**config.mk**
```make
export PLATFORM = sky130hd
export DESIGN_NAME = shift_word_feeder
export DESIGN_NICKNAME = d
export VERILOG_FILES = /design/src/rtl/shift_word_feeder.sv
export SDC_FILE = /design/constraint.sdc
export NUM_CORES = 1
export LEC_CHECK = 0
export ABC_AREA = 1
export CAP_MARGIN = 40
export CORE_MARGIN = 5
export CORE_UTILIZATION = 51
export DETAILED_ROUTE_END_ITERATION = 6
export HOLD_SLACK_MARGIN = 0.02
export PLACE_DENSITY_LB_ADDON = 0.12
export SYNTH_ARGS = -nofsm -noshare
export SYNTH_HDL_FRONTEND = slang
export SYNTH_SLANG_ARGS = --single-unit
```
**constraint.sdc**
```tcl
create_clock -name clk -period 2.48 [get_ports clk]
set_input_delay 0.744 -clock clk [delete_from_list [all_inputs] [get_ports clk]]
set_output_delay 0.744 -clock clk [all_outputs]
set_load 0.02 [all_outputs]
```
**src/rtl/shift_word_feeder.sv**
```systemverilog
// Serialises valid/ready words MSB-first into a 1- or 2-bit-per-beat shift control stream.
// Beat 1 follows the transfer edge; in_ready only opens in IDLE or on the last beat, so the next word chains without a bubble.
module shift_word_feeder #(
  parameter int WORD_W = 6,
  parameter int CNT_W  = 8
) (
  input  logic              clk,
  input  logic              reset,
  input  logic              in_valid,
  output logic              in_ready,
  input  logic [WORD_W-1:0] in_data,
  input  logic              in_mode,
  input  logic              abort,
  output logic              shift_en,
  output logic              pair_en,
  output logic [WORD_W-1:0] shift_data,
  output logic              busy,
  output logic              word_done,
  output logic [CNT_W-1:0]  words_done
);

  localparam int BW = $clog2(WORD_W + 1);
  localparam logic [BW-1:0] BEATS_PAIR = BW'(WORD_W / 2);
  localparam logic [BW-1:0] BEATS_ONE  = BW'(WORD_W);

  typedef enum logic {
    IDLE  = 1'b0,
    SHIFT = 1'b1
  } state_t;

  state_t            state_q;
  logic [WORD_W-1:0] hold_q;
  logic              mode_q;
  logic [BW-1:0]     beats_q;
  logic [CNT_W-1:0]  cnt_q;

  logic              last_beat;
  logic              xfer;
  logic              finish;
  logic [WORD_W-1:0] hold_d;
  logic [BW-1:0]     beats_d;
  logic [CNT_W-1:0]  cnt_d;

  assign last_beat = (state_q == SHIFT) && (beats_q == BW'(1));
  // abort closes the door even in IDLE, so a word never lands in an aborting cycle
  assign in_ready  = !abort && ((state_q == IDLE) || last_beat);
  assign xfer      = in_valid && in_ready;
  assign finish    = last_beat && !abort;
  assign hold_d    = mode_q ? (hold_q << 2) : (hold_q << 1);
  assign beats_d   = beats_q - BW'(1);
  assign cnt_d     = finish ? cnt_q + CNT_W'(1) : cnt_q;

  assign shift_en   = (state_q == SHIFT);
  assign pair_en    = shift_en && mode_q;
  assign busy       = shift_en;
  assign word_done  = finish;
  assign words_done = cnt_q;

  always_comb begin
    shift_data = '0;
    if (state_q == SHIFT) begin
      if (mode_q) shift_data[1:0] = hold_q[WORD_W-1 -: 2];
      else        shift_data[0]   = hold_q[WORD_W-1];
    end
  end

  always_ff @(posedge clk or negedge reset) begin
    if (!reset) begin
      state_q <= IDLE;
      hold_q  <= '0;
      mode_q  <= 1'b0;
      beats_q <= '0;
      cnt_q   <= '0;
    end else begin
      cnt_q <= cnt_d;
      case (state_q)
        IDLE: begin
          if (xfer) begin
            hold_q  <= in_data;
            mode_q  <= in_mode;
            beats_q <= in_mode ? BEATS_PAIR : BEATS_ONE;
            state_q <= SHIFT;
          end
        end
        SHIFT: begin
          if (abort) begin
            state_q <= IDLE;
          end else if (xfer) begin
            hold_q  <= in_data;
            mode_q  <= in_mode;
            beats_q <= in_mode ? BEATS_PAIR : BEATS_ONE;
          end else if (last_beat) begin
            state_q <= IDLE;
          end else begin
            hold_q  <= hold_d;
            beats_q <= beats_d;
          end
        end
      endcase
    end
  end

endmodule

```
## Yosys cells after proc, flatten, opt, wreduce, memory -nomap -nowiden

Index checks and enable logic that the tools add are counted.

| storage, ports and cells | value |
|---|---|
| output and inout bits | 19 |
| flip-flop bits (word level) | 19 |

| operators by class | value |
|---|---|
| muxes and demuxes | 23 |
| bitwise logic cells | 1 |
| reduce and logical (&&, ||, !) cells | 8 |
| add/subtract/negate cells | 2 |
| eq/ne operators | 4 |

Operator list:

| cell | number |
|---|---|
| 6-bit 2-to-1 mux | 5 |
| 3-bit 2-to-1 mux | 5 |
| 6-bit case mux with 2 select lines | 1 |
| 8-bit by 1-bit adder with 8-bit output, second input constant | 1 |
| 1-bit 2-to-1 mux | 8 |
| 3-bit case mux with 2 select lines | 1 |
| 1-bit logical AND | 5 |
| 2-bit != test, second input constant | 2 |
| 1-bit case mux with 2 select lines | 2 |
| 3-bit by 1-bit equality test with 1-bit output, second input constant | 1 |
| 3-bit by 2-bit != test with 1-bit output, second input constant | 1 |
| 3-bit AND reduction | 1 |
| 3-bit by 1-bit subtractor with 3-bit output, second input constant | 1 |
| 2-bit 2-to-1 mux | 1 |
| 1-bit zero test | 1 |
| 1-bit logical OR | 1 |
| 1-bit inverter | 1 |

## Logic depth before layout (Yosys ltp)

| depth | value |
|---|---|
| word-level depth | 8 |
| mapped depth | 10 |
| gate-level depth less buffers | 10 |

## Worst setup path after synthesis

Ideal clock, no wire load.

| timing | value |
|---|---|
| kind | input -> output |
| start | input abort |
| end | output word_done |
| setup slack | 0.516 ns |
| arrival | 1.220 ns |
| data required time | 1.736 ns |
| buffers on the path | 0 |
| stages | 3 |
| cells stage by stage | inv_1 > nand4_2 > inv_2 |

| on the way | value |
|---|---|
| word-level cells in the longest chain between the ends | 2 |

RTL lines:

| element | RTL line | RTL |
|---|---|---|
| from (decl) | 13 | `input logic abort,` |
| 1-bit zero test | 48 | `assign finish = last_beat && !abort;` |
| 1-bit logical AND | 48 |  |
| to (decl) | 18 | `output logic word_done,` |

Every way passes these cells.

## Final worst setup path

| timing | value |
|---|---|
| start | register state_q (netlist: busy) |
| end | output shift_data[1] |

| on the way | value |
|---|---|
| word-level cells in the longest chain between the ends | 1 |

RTL lines:

| element | RTL line | RTL |
|---|---|---|
| from (decl) | 31 | `state_t state_q;` |
| from (signal assigned) | 69 | `state_q <= IDLE;` |
| from (signal assigned) | 82 | `state_q <= SHIFT;` |
| from (signal assigned) | 87 | `state_q <= IDLE;` |
| 2-bit 2-to-1 mux | 61 | `if (state_q == SHIFT) begin` |
| to (decl) | 16 | `output logic [WORD_W-1:0] shift_data,` |

Every way passes these cells.

==> results.py <==
metrics = {
    "status": {
        "status": "complete, no violations",
    },
    "yosys": {
        "synth_top_cell_area_share": 0.412,
        "synth_compound_area_frac": 0.0596,
        "synth.distinct_cells": 23,
        "yosysSeqAreaShare": 0.412,
        "synth_top_area_cell": "dfrtp_1",
        "yosysWarnings": 0,
        "postSynth.asyncResetShare": 1.00,
        "yosys.area_share.xor_xnor": 0.0531,
        "synth_fa_ha_area_frac": 0.0325,
        "yosys-mux-area-fraction": 0,
        "syn_area_sq_um": 1150,
        "avgSynthCellArea_sq_um": 7.86,
        "syn_inst": 147,
        "synth_top_family_by_area": "simple AND/OR/NAND/NOR gates",
        "synth_seq_cells": 19,
        "synth_edf_count": 0,
        "synthTopCellsByCount": "49 x nand2_1, 19 x dfrtp_1, 15 x inv_1, 11 x nand3_1",
        "yosys.area_share.simple": 0.325,
        "netlist_top_cells_area": "dfrtp_1 41%, nand2_1 16%, nand3_2 5.2%",
        "post-synth-top-count-cell": "nand2_1",
        "ys.flop_type": "dfrtp_1",
    },
    "global_routing": {
        "grt_use_met1": 0.172,
        "grt_max_degree": 20,
        "grt_pass1_vias": 929,
        "overflow": 0,
        "globalRouteMet3Util": 0.0498,
        "grt.total_usage": 0.145,
        "antenna_found_initial": 0,
        "busiest_layer": "met2",
        "grt_pass1_wl_mm": 3.86,
        "grt_use_met2": 0.256,
    },
    "floorplanning": {
        "die_y_microns": 57.6,
        "coreArea_sq_um": 2190,
        "ioPinCount": 30,
        "dieArea_sq_um": 3320,
        "rows": 17,
        "initial_core_util": 0.527,
        "die_x_microns": 57.6,
    },
    "route": {
        "drtIter0Drc": 24,
        "drc": 0,
        "antenna_left": 0,
        "wirelength_mm": 2.26,
        "drt_first_pass_iters": 4,
        "avgViaCountPerCell": 4.91,
        "vias": 1006,
        "routedWlPerCell_microns": 11.0,
    },
    "critical_path": {
        "cpPeakStageDelay_ns": 0.60,
        "cp-end-kind": "output port",
        "cp-start-kind": "flop",
        "required_ns": 1.74,
        "r2r-start": "beats_q[1]",
        "arrival_ns": 1.61,
        "path_cells": "nand2_1, nor2_1, clkdlybuf4s50_1",
        "critPathMaxFanout": 7,
        "crit_type": "flop to output port",
        "critPathLaunch": "busy",
        "cp_slowest_cell": "clkdlybuf4s50_1",
    },
    "sta": {
        "setup_viol_count_final": 0,
        "slew_violations": 0,
        "hold_viol": 0,
        "rsz0062_at_grt": "no",
        "fin_skew_ns": 0.00212,
        "timing.final.crit_period_ns": 2.35,
        "fin_crit_sh": 0.947,
        "fmax_ghz": 0.426,
    },
    "placed_design": {
        "dp_cells": 201,
        "dp_hpwl_mm": 1.75,
        "portBuffers": 25,
        "gp_congestion": 0.803,
    },
    "cells_and_area": {
        "post-route-util": 0.662,
        "final_nets": 192,
        "syn2layout_area_growth_pct": 25.6,
        "antenna_cells": 0,
        "drive_gt1_frac": 0.164,
        "fin_cells": 205,
    },
    "clock_tree": {
        "cts.clk_slew.worst_paths_ns": 0.11,
        "htree_levels": 1,
        "cts_buffers": 3,
        "cts_setup_buffers": 0,
        "cts-root-buf": "clkbuf_4",
        "cts_tree": "done",
        "cts.sinks": 19,
        "cts.path.max_buffers": 2,
        "insertion_delay_ns": 0.30,
        "hold_buffers": 0,
    },
    "hold_path": {
        "hold_start": "hold_q[5]",
        "hold_class": "flop to flop",
    },
    "power_and_ir_drop": {
        "power_density_nw_per_um2": 614,
        "static-leakage-power_nw": 0.757,
        "ir_drop_v": 0.000478,
    },
    "flow_run": {
        "drv_cap": 0,
    },
}
-- worst paths after layout --
check	end	slack [ns]	cells past startpoint
max	shift_data[1]	0.13	3
min reg2reg	hold_q[5]	0.49	2
max reg2reg	beats_q[1]	0.89	9
min in group asynchronous	words_done[2]	0.77	2
min	hold_q[5]	0.49	2
max in group asynchronous	hold_q[4]	1.50	2
-- sequential cells by signal, summed over array words and instances, names as in the netlist --
register / count
busy: 1
hold_q: 6
words_done: 8
beats_q: 3
mode_q: 1
-- report_power, final --
group	switching, mW	total, mW	internal, mW
combinational	0.176	0.318	0.142
clock	0.0949	0.158	0.0626
sequential	0.0521	0.416	0.364
-- metrics by stage --
step	power, mW	setup TNS [ns]	hold WS, ns	area [sq um]	setup slack (ns)
finish	0.891	0	0.490	1450	0.130
global route	0.960	0	0.540	1450	0.0151
CTS	0.904	0	0.496	1460	0.0140
detailed placement	0.745	-0.477	0.468	1440	-0.287
global placement	0.739	-0.476	0.466	1440	-0.288
floorplan	0.626	0	0.448	1170	0.516
-- repair_timing --
action                                  CTS  global route
endpoints found under the setup margin    3             2
gates resized for setup                   4             3
endpoints found under the hold margin     0             0
-- per-layer routing --
layer	routed length, microns	share of wire	vias to the layer above
met3	157	0.070	0
met4	0	0	0
met1	936	0.41	463
met2	1160	0.52	30
li1	-	-	513
met5	0	0	-
-- cells in the final DEF (no fill, tap or decap), drive strengths merged, types with 4 or more instances in the layout --
master          n
nand2          50
clkdlybuf4s50  22
dfrtp          19
inv            19
nand3          17
o21ai           8
nor2            6
buf             6
clkbuf          6
xor2            4
conb            4
-- critical path: cells and delay by family (launching register included) --
| kind | cells | cell delay (ns) |
|---|---|---|
| flops | 1 | 0.50 |
| simple gates | 2 | 0.20 |
| buf+inv | 1 | 0.60 |
-- cell type report --
cell class                      count  area (sq um)
Fill cell                         182           741
Multi-Input combinational cell    104           558
Sequential cell                    19           475
Timing Repair Buffer               31           284
Inverter                           19          71.3
Tap cell                           28          35.0
Clock buffer                        4          26.3
-- cell families (layout without fill, tap and decap cells) --
kind of cell,Yosys count,count (layout)
other,1,4
adders and majority gates,3,3
AOI/OAI and AO/OA,10,10
DFF,19,19
buffers and inverters,27,54
xor gates and xnor gates,7,7
and+or+nand+nor,80,80
Power figures use the tool's default switching activity.
